==> config.mk <==
export PLATFORM = sky130hd
export DESIGN_NAME = nibble_serial_addsub
export DESIGN_NICKNAME = d
export VERILOG_FILES = /design/src/rtl/nibble_serial_addsub.sv
export SDC_FILE = /design/constraint.sdc
export NUM_CORES = 1
export LEC_CHECK = 0
export CAP_MARGIN = 25
export CELL_PAD_IN_SITES_DETAIL_PLACEMENT = 1
export CELL_PAD_IN_SITES_GLOBAL_PLACEMENT = 2
export CORE_AREA = 2 2 130 132
export DETAILED_ROUTE_END_ITERATION = 8
export DIE_AREA = 0 0 132 134
export GPL_TIMING_DRIVEN = 0
export PLACE_DENSITY_LB_ADDON = 0.08
export SETUP_SLACK_MARGIN = 0.05
export SYNTH_ARGS = -nofsm -noshare
export SYNTH_HDL_FRONTEND = slang
export SYNTH_SLANG_ARGS = --single-unit
==> constraint.sdc <==
create_clock -name clk -period 2.4 [get_ports clk]
set_input_delay 0.48 -clock clk [delete_from_list [all_inputs] [get_ports clk]]
set_output_delay 0.48 -clock clk [all_outputs]
set_load 0.005 [all_outputs]
==> src/rtl/nibble_serial_addsub.sv <==
// Serial 32-bit adder/subtractor: one nibble per clock through a 4-bit
// operand-select mux and a 4-bit adder slice with a registered carry.

module mux2x1_4b (
    input  logic [3:0] d0,
    input  logic [3:0] d1,
    input  logic       select,
    output logic [3:0] y
);
    assign y = select ? d1 : d0;
endmodule

module nibble_serial_addsub (
    input  logic        clk,
    input  logic        rst,
    input  logic        start,
    input  logic        op,
    input  logic [31:0] a,
    input  logic [31:0] b,
    output logic        ready,
    output logic        done,
    output logic [31:0] result,
    output logic        carry,
    output logic        overflow,
    output logic        zero
);
    typedef enum logic [1:0] {
        ST_IDLE = 2'd0,
        ST_RUN  = 2'd1,
        ST_DONE = 2'd2
    } state_t;

    state_t      state_q, state_d;
    logic [2:0]  cnt_q, cnt_d;
    logic [31:0] a_q, a_d;
    logic [31:0] b_q, b_d;
    logic        op_q, op_d;
    logic        creg_q, creg_d;
    logic [31:0] result_q, result_d;
    logic        carry_q, carry_d;
    logic        overflow_q, overflow_d;
    logic        zero_q, zero_d;

    logic [3:0]  b_inv;
    logic [3:0]  b_n;
    logic [4:0]  sum5;

    assign b_inv = ~b_q[3:0];

    mux2x1_4b u_bsel (
        .d0     (b_q[3:0]),
        .d1     (b_inv),
        .select (op_q),
        .y      (b_n)
    );

    // Subtraction is A + ~B + 1; the +1 comes from seeding the carry with op.
    assign sum5 = {1'b0, a_q[3:0]} + {1'b0, b_n} + {4'b0000, creg_q};

    always_comb begin
        state_d    = state_q;
        cnt_d      = cnt_q;
        a_d        = a_q;
        b_d        = b_q;
        op_d       = op_q;
        creg_d     = creg_q;
        result_d   = result_q;
        carry_d    = carry_q;
        overflow_d = overflow_q;
        zero_d     = zero_q;

        case (state_q)
            ST_IDLE: begin
                if (start) begin
                    a_d     = a;
                    b_d     = b;
                    op_d    = op;
                    cnt_d   = 3'd0;
                    creg_d  = op;
                    state_d = ST_RUN;
                end
            end
            ST_RUN: begin
                result_d = {sum5[3:0], result_q[31:4]};
                a_d      = {4'b0000, a_q[31:4]};
                b_d      = {4'b0000, b_q[31:4]};
                creg_d   = sum5[4];
                cnt_d    = cnt_q + 3'd1;
                if (cnt_q == 3'd7) begin
                    // Last nibble: a_q[3] and b_n[3] are the sign bits of A and effective B.
                    carry_d    = sum5[4];
                    overflow_d = (a_q[3] == b_n[3]) && (sum5[3] != a_q[3]);
                    zero_d     = (result_d == 32'h0);
                    state_d    = ST_DONE;
                end
            end
            ST_DONE: begin
                state_d = ST_IDLE;
            end
            default: begin
                state_d = ST_IDLE;
            end
        endcase
    end

    always_ff @(posedge clk) begin
        if (rst) begin
            state_q    <= ST_IDLE;
            cnt_q      <= 3'd0;
            a_q        <= 32'h0;
            b_q        <= 32'h0;
            op_q       <= 1'b0;
            creg_q     <= 1'b0;
            result_q   <= 32'h0;
            carry_q    <= 1'b0;
            overflow_q <= 1'b0;
            zero_q     <= 1'b0;
        end else begin
            state_q    <= state_d;
            cnt_q      <= cnt_d;
            a_q        <= a_d;
            b_q        <= b_d;
            op_q       <= op_d;
            creg_q     <= creg_d;
            result_q   <= result_d;
            carry_q    <= carry_d;
            overflow_q <= overflow_d;
            zero_q     <= zero_d;
        end
    end

    assign ready    = (state_q == ST_IDLE);
    assign done     = (state_q == ST_DONE);
    assign result   = result_q;
    assign carry    = carry_q;
    assign overflow = overflow_q;
    assign zero     = zero_q;
endmodule

; Word level (Yosys, flattened, before mapping)
; Cells that the tools add are included.
[word_totals]
ff_bits = 106
output_inout_bits = 37
word_cells = 41
[op_classes]
add_sub_neg = 3
eq_ne = 7
n_mux = 12
bitwise = 1
reduce_logical = 8
[ops]
columns = cell, count
row1 = $pmux W32 S2, 2
row2 = $mux W32, 2
row3 = $logic_not A32 Y1, 1
row4 = $reduce_and A2 Y1, 4
row5 = $pmux W3 S2, 1
row6 = $add A4 B4 Y5, 1
row7 = $add A5 B1 Y5, 1
row8 = $mux W2, 2
row9 = $mux W4, 1
row10 = $ne A2 B2 Y1 const B, 2
row11 = $not A4 Y4, 1
row12 = $pmux W2 S2, 1
row13 = $add A3 B1 Y3 const B, 1
row14 = $eq A3 B3 Y1 const B, 1
row15 = $mux W3, 1
row16 = $eq A2 B1 Y1 const B, 1
row17 = $eq A2 B2 Y1 const B, 1
row18 = $logic_not A2 Y1, 1
row19 = $pmux W1 S2, 1
row20 = $reduce_bool A2 Y1, 1
row21 = $eq A1 B1 Y1, 1
row22 = $logic_and A1 B1 Y1, 1
row23 = $mux W1, 1
row24 = $ne A1 B1 Y1, 1

; Longest topological paths before layout
; Gate-level depths: netlist (run 1).
[depth]
ltp_word = 6
depth_mapped = 8
mapped_depth_nobuf = 7

; By module
; A second synthesis (run 1) with hierarchy kept.
[hier_totals]
hier_cells = 573
area_unflattened_um2 = 4479.3
[modules_own_cells]
columns = mod, instances, cells_each, area_per_inst_um2
row1 = nibble_serial_addsub, 1, 569, 4434.3
row2 = mux2x1_4b, 1, 4, 45.0

; Worst setup path after synthesis (run 1)
; No wires, ideal clock.
[synth_path]
path_kind = reg-to-reg
from = reg op_q
to = reg zero_q, in the netlist zero
setup_time_ns = 0.087
t_arrival_ns = 2.057
required_time_ns = 2.313
setup_slack_ns = 0.256
stages_incl_launch_ff = 9
n_path_buf = 1
period_less_slack_ns = 2.144
path_cell_list = dfxtp_1 clkbuf_1 xor2_1 fa_1 fa_1 nor4_1 and4_1 nand4_1 o31ai_1
[synth_via]
elab_chain_len = 4
[synth_rtl]
columns = element, line
row1 = start: declaration, 37  ; logic op_q, op_d;
row2 = start signal: assignment, 123  ; op_q <= op_d;
row3 = $mux W4, 10  ; assign y = select ? d1 : d0;
row4 = $add A4 B4 Y5, 58  ; assign sum5 = {1'b0, a_q[3:0]} + {1'b0, b_n} + {4'b0000, creg_q};
row5 = $add A5 B1 Y5, 58
row6 = net sum5[1], 46  ; logic [4:0] sum5;
row7 = $logic_not A32 Y1, 93  ; zero_d = (result_d == 32'h0);
row8 = end signal: assignment, 128  ; zero_q <= zero_d;
row9 = end: declaration, 42  ; logic zero_q, zero_d;
; The timed path passes the listed nets, and every way through them passes these cells.
; A chain may end at the register's enable or synchronous reset.

; Worst setup path after layout (run 1)
; Same ends and word-level chain as after synthesis.

==> results.md, run 1 <==
* Mapped Cells at 563
* CTS tree: built
* Metal2 WL at 6566 microns
* Num Clock Sinks at 106
* Avg WL per Cell at 15.99 microns
* Measured slew at the worst slew-check pin at 0.7262 ns
* Leading area contributor after synthesis: dfxtp_1
* Final core utilization at 38.29%
* Crit path max-delay family: adder cells
* DR pass1 iterations at 4
* H-tree depth at 3
* Worst EP arrival at 2.46 ns
* Clk Latency, worst-skew pair at 0.35 ns
* Req. time, crit path at 2.67 ns
* Total Routed Length at 14,410 microns
* Met1 WL at 7125 microns
* Mapped Nets at 638
* Post-synth EDFFs at 0
* Synthesized area at 4633 sq um
* Initial drt markers at 169
* Slowest cell on crit path: fa_2
* Fin. Hold Viols at 0
* WHS Path Cells at 2
* Finish-stage setup viols at 0
* Sequential area share after synthesis at 45.80%
* Die height at 134 microns
* CTS clk-pin slew, worst paths at 0.07 ns
* Met3 wire len at 511 microns
* VDD IR max at 0.3409 mV
* TritonCTS buffer count at 9
* Ant diodes at 0
* Initial Util at 28.44%
* Largest stage delay, worst path at 0.47 ns
* Area Overhead vs Synth at 34.62%
* Async set-or-reset flop fraction in the synthesized netlist at 0%
* Routability Congestion at 0.7632
* R2r endpoint: zero
* # fillers at 1,940
* Synth Register Bits at 106
* Final worst slack at 0.2057 ns
* Largest net degree at the start of global routing at 17
* Critical path peak fanout at 5
* Via-to-Cell Ratio at 4.741
* Hpwl dp at 10,720 microns
* Site Rows at 47
* R2R Setup Slk at 0.21 ns
* Vias in the first global route at 4,423
* Final Critical Period at 2.194 ns
* Relative slew slack at 51.59%
* Worst path depth at 7
* First-pass GRT wire length at 23,600 microns
* Netlist cell types at 33
* Setup CP Type: flip-flop to flip-flop
* Syn_area_per_cell at 8.229 sq um
* DRC Markers at 0
* Outcome: finished, final reports clean
* Worst Hold End: result[0]
* Setup crit end kind: flip-flop
* Hold path startpoint: result[0]
* Cells taking the most area after synthesis: dfxtp_1 (46%), nand2_1 (15%), a311oi_2 (9.7%), a21oi_1 (5.2%), a311oi_1 (5.1%)
* Grt total ovfl at 0
* Yosys warning count at 0
* Worst r2r src: op_q
* Buffers on Ports at 103
* Critical path launch point type: flip-flop
* Cells along the critical path: xor2_2 > fa_2 > fa_2 > nor4_4 > and4_1 > nand4_1 > o31ai_1
* Overall routing resource usage at 16.66%
* Pwr dens at 653.7 nW/um^2
* Vias after detailed routing at 4,272
* Nets at 751
* Max Used Layer: met4
* Clock root buffer: clkbuf_16
* Fmax at 0.4557 GHz
* Ys flop type: dfxtp_1
* Top cell type's share of synthesized area at 45.80%
* Leak Pwr at 2.240 nW
* CP most frequent cell: fa_2
* Core box area at 16,290 sq um
* Die Footprint at 17,690 sq um
* Post-DRT Antenna Nets at 0
* Final period utilization at 91.43%
* Hold Crit Class: flip-flop to flip-flop
* Pre-CTS setup slack at -0.2187 ns
* Worst R2R Path Depth at 7
* Max Clock Skew at 0.006117 ns
* Share of cells above drive strength 1 at 12.92%
* Max Slew Vio Count at 0
* RSZ-0062 raised after global routing: false
* Initial antenna violation count at 0
* Crit path launch: op_q
* Worst path buffer plus inverter count at 0
* Die width at 132 microns
* CTS max path bufs at 2
* Cts hold-fix bufs at 0
* MaxCap Viol Count at 0
* # IOs at 105
[cell type report]
| cell class | count | area (sq um) | share of cell area, % |
|---|---|---|---|
| Multi-Input combinational cell | 409 | 2298 | 36.85 |
| Sequential cell | 106 | 2123 | 34.04 |
| Timing Repair Buffer | 103 | 1031 | 16.53 |
| Tap cell | 220 | 275.3 | 4.413 |
| Clock buffer | 11 | 242.7 | 3.892 |
| Buffer | 47 | 236.5 | 3.791 |
| Clock inverter | 5 | 30.03 | 0.4814 |
[cells in the mapped netlist, drive strengths merged, types with 2 or more instances]
cell    instances
ha              5
a21oi          48
nand2         187
fa              2
buf            36
nand3          15
and2            2
nand2b          3
nand3b          3
a311oi         57
nor4            7
dfxtp         106
nor2           64
clkbuf         12
xor2            4
[how the worst max path moves through the flow]
stage,end,slack [ns]
floorplan,zero,0.26
global placement,zero,-0.20
detailed placement,zero,-0.22
CTS,zero,0.06
global route,zero,0.09
finish,zero,0.21
[routing by layer]
metal,GRT usage (%),up-vias
met5,0,-
met4,5.314,0
met2,26.79,70
met3,2.797,14
li1,-,2154
met1,22.85,2034
[where the power goes]
group	internal, mW	switching (mW)	total [mW]
logic	0.331	0.393	0.724
clock network	0.728	0.669	1.40
registers	1.88	0.0813	1.96
[sequential cells by signal (all words and copies together) (netlist names)]
name / count
a_q: 32
b_q: 32
result: 32
cnt_q: 3
state_q: 2
carry: 1
creg_q: 1
op_q: 1
overflow: 1
zero: 1
[repair_timing]
action                                  CTS  global route
pin swaps                                 0             0
resized for setup                         2             4
endpoints found under the setup margin    1             1
gates cloned                              0             0
setup buffers                             0             0
[stage by stage]
| step | power [mW] | hold WS (ns) | instance area [sq um] | setup TNS [ns] | cells |
|---|---|---|---|---|---|
| 2_1_floorplan | 2.410 | 0.4483 | 4633 | 0 | 563 |
| 3_3_place_gp | 2.696 | 0.4475 | 5939 | -0.2042 | 886 |
| 3_5_place_dp | 2.709 | 0.4611 | 5939 | -0.2187 | 886 |
| 4_1_cts | 4.126 | 0.4710 | 6216 | 0 | 901 |
| 5_1_grt | 4.299 | 0.5000 | 6237 | 0 | 901 |
| 6_report | 4.077 | 0.4650 | 6237 | 0 | 901 |
[worst reg2reg max path, delay by kind of cell, from the launching register on]
family / cells / cell delay [ns]
fa+ha+maj: 2 / 0.84
simple gates: 3 / 0.52
flops: 1 / 0.36
xor+xnor: 1 / 0.20
compound gates: 1 / 0.20
[cells in the final DEF, fill, tap and decap left out, drive strengths merged]
master,instances
clkinvlp,2
dfxtp,106
a31oi,1
a311oi,57
a21bo,1
nor2b,1
and3,1
o31ai,1
fa,2
nor4,7
nand3b,3
xnor2,1
and4,1
xor2,4
clkinv,3
and2,2
ha,5
a211oi,1
nand2,187
nor2,64
a21oi,48
nand3,15
a21o,1
clkbuf,22
nand2b,3
clkdlybuf4s50,103
o21ai,1
nand4,1
buf,36
and2b,1
[cell families after synthesis]
family	count (synthesis)	synth area share, %
and+or+nand+nor	286	24.90
AOI/OAI and AO/OA	111	20.96
DFF	106	45.80
buffers and inverters	48	5.185
adders and majority gates	7	2.214
xor gates and xnor gates	5	0.9451
(Power assumes the default switching activity.)
==> run 2, diff against run 1 <==
--- a/config.mk
+++ b/config.mk
@@ -8,9 +8,9 @@
 export CAP_MARGIN = 25
 export CELL_PAD_IN_SITES_DETAIL_PLACEMENT = 1
 export CELL_PAD_IN_SITES_GLOBAL_PLACEMENT = 2
-export CORE_AREA = 2 2 130 132
+export CORE_AREA = 2 2 137 139
 export DETAILED_ROUTE_END_ITERATION = 8
-export DIE_AREA = 0 0 132 134
+export DIE_AREA = 0 0 139 141
 export GPL_TIMING_DRIVEN = 0
 export PLACE_DENSITY_LB_ADDON = 0.08
 export SETUP_SLACK_MARGIN = 0.05
==> constraint.sdc (replaced) <==
create_clock -name clk -period 1.8 [get_ports clk]
set_input_delay 0.36 -clock clk [delete_from_list [all_inputs] [get_ports clk]]
set_output_delay 0.36 -clock clk [all_outputs]
set_load 0.005 [all_outputs]
==> run 2 against run 1 <==
  * The run now ends with negative setup slack left
  * Critical path depth unchanged
  * Setup slack worse by 0.60 ns
  * Global-route usage down 1.3 points
  * Wire length up 4.5%
  * Largest cell class unchanged
  * Largest power group unchanged
==> results.md, run 2 (synthesis results as in run 1) <==
* Outcome: complete, but fails checks
* Failing checks: negative setup slack
* Finish-stage setup viols at 4 (+4)
* CTS clk-pin slew, worst paths at 0.07 ns (about the same)
* Clk Latency, worst-skew pair at 0.35 ns (about the same)
* Area after DPL at 5976 sq um (+0.61%)
* Nets at 758 (+0.93%)
* VDD IR max at 0.4704 mV (+38%)
* Crit path launch: op_q
* Overall routing resource usage at 15.34% (-1.3 points)
* MaxCap Viol Count at 0 (unchanged)
* Cts hold-fix bufs at 0 (unchanged)
* Final period utilization at 121.8% (+30 points)
* Leak Pwr at 2.313 nW (+3.3%)
* Vias in the first global route at 4,597 (+3.9%)
* Ant diodes at 0 (unchanged)
* Final total power at 5.700 mW (+40%)
* Multi-input gate area at 2422 sq um (+5.4%)
* Core box area at 18,270 sq um (+12%)
* Num Clock Sinks at 106 (unchanged)
* Measured slew at the worst slew-check pin at 0.7697 ns (+0.04354 ns)
* Die width at 139 microns (+5.3%)
* Grt total ovfl at 0 (unchanged)
* Critical path peak fanout at 3 (-2)
* TritonCTS buffer count at 9 (unchanged)
* Setup TNS at -0.7068 ns (-0.7068 ns)
* Fin. Hold Viols at 0 (unchanged)
* Initial antenna violation count at 0 (unchanged)
* Pwr dens at 882.7 nW/um^2 (+35%)
* Final instance area at 6457 sq um (+3.5%)
* Relative slew slack at 48.68% (-2.9 points)
* Die height at 141 microns (+5.2%)
* Final Critical Period at 2.192 ns (-0.002076 ns)
* Hold Crit Class: primary input to flip-flop
* Worst EP arrival at 2.46 ns (about the same)
* Die Footprint at 19,600 sq um (+11%)
* CTS tree: built
* Worst r2r src: op_q
* Hold WS at 0.3551 ns (-0.1099 ns)
* Setup CP Type: flip-flop to flip-flop
* Share of cells above drive strength 1 at 16.01% (+3.1 points)
* CTS max path bufs at 2 (unchanged)
* Initial drt markers at 118 (-30%)
* Buffers on Ports at 103 (unchanged)
* Setup crit end kind: flip-flop
* Leading cell type in the layout, fill and taps excluded: nand2_1
* Final worst slack at -0.3922 ns (-0.5979 ns)
* Req. time, crit path at 2.06 ns (-0.61 ns)
* Post-DRT Antenna Nets at 0 (unchanged)
* Hpwl dp at 11,230 microns (+4.7%)
* Avg WL per Cell at 16.35 microns (+2.3%)
* DRC Markers at 0 (unchanged)
* # IOs at 105 (unchanged)
* Clock root buffer: clkbuf_16
* Total Routed Length at 15,060 microns (+4.5%)
* Vias after detailed routing at 4,367 (+2.2%)
* Max Slew Vio Count at 0 (unchanged)
* Via-to-Cell Ratio at 4.742 (about the same)
* Placed Instances at 900 (+1.6%)
* Site Rows at 50 (+6.4%)
* DR pass1 iterations at 4 (unchanged)
* Critical path launch point type: flip-flop
* Routability Congestion at 0.7419 (-2.8%)
* Leading cell types in the layout, fill and taps excluded: nand2_1 (186), dfxtp_1 (102), clkdlybuf4s50_1 (102), nor2_1 (63), a21oi_1 (43)
* RSZ-0062 raised after global routing: true
* Hold path startpoint: rst
* First-pass GRT wire length at 23,930 microns (+1.4%)
* Largest net degree at the start of global routing at 16 (-1)
* Initial Util at 25.36% (-3.1 points)
* Register area at 2130 sq um (+0.29%)
* Max Clock Skew at 0.007116 ns (+0.0009992 ns)
* H-tree depth at 3 (unchanged)
* Fmax at 0.4562 GHz (about the same)
* Non-Filler Instances at 921 (+2.2%)
* Area Overhead vs Synth at 39.37%
* # fillers at 2,141 (+10%)
## run 2: cell count changes in the layout (fill, tap and decap cells not counted), sizes merged
cell,previous run,this run
buf,36,43
clkbuf,22,23
clkinv,3,2
dlygate4sd2,0,1
clkdlybuf4s50,103,102
bufinv,0,1
clkinvlp,2,0
## run 2: critical path, cell delays in order (launching register included)
cell and delay, ns:
dfxtp_4 0.37, xor2_4 0.19, fa_2 0.37, fa_2 0.47, nor4_4 0.18, and4_1 0.23, nand4_1 0.11, o31ai_1 0.19
## run 2: final timing paths
kind	end	slack, ns	cells past startpoint
worst min-delay path	state_q[1]	0.36	2
worst max-delay path	zero	-0.39	7
worst max register to register	zero	-0.39	7
worst min register to register	result[3]	0.46	2
## run 2: layer usage
layer  up-vias  track usage (%)  share of wire (%)
li1       2172                -                  -
met1      2098            20.08                 49
met2        82            25.95                 46
met3        15            2.174                3.3
met4         0            5.423                1.6
met5         -                0                  0
## run 2: cell type report
cell class	instances	share of cell area (%)
clock buffer	12	3.817
buffer	47	3.662
clock inverter	3	0.6200
tap	234	4.534
timing repair buffer	110	16.88
multi-input combinational	409	37.51
sequential	106	32.98
## run 2: repair_timing
action	in CTS	in global routing
gates resized for setup	17	14
setup endpoints to repair	9	8
buffers inserted	3	4
pin swaps	11	7
## run 2: through the flow
step                      utilization (%)  worst slack, ns
after global placement              32.71          -0.6602
after global routing                35.35          -0.5156
after floorplan                         -          -0.2178
after CTS                           34.97          -0.5177
after detailed placement            32.71          -0.7199
final                               35.35          -0.3922
## run 2: report_power, final
group	internal, mW	switching [mW]	total [mW]
logic	0.502	0.571	1.07
registers	2.50	0.114	2.61
clock network	1.11	0.905	2.01
total	4.11	1.59	5.70
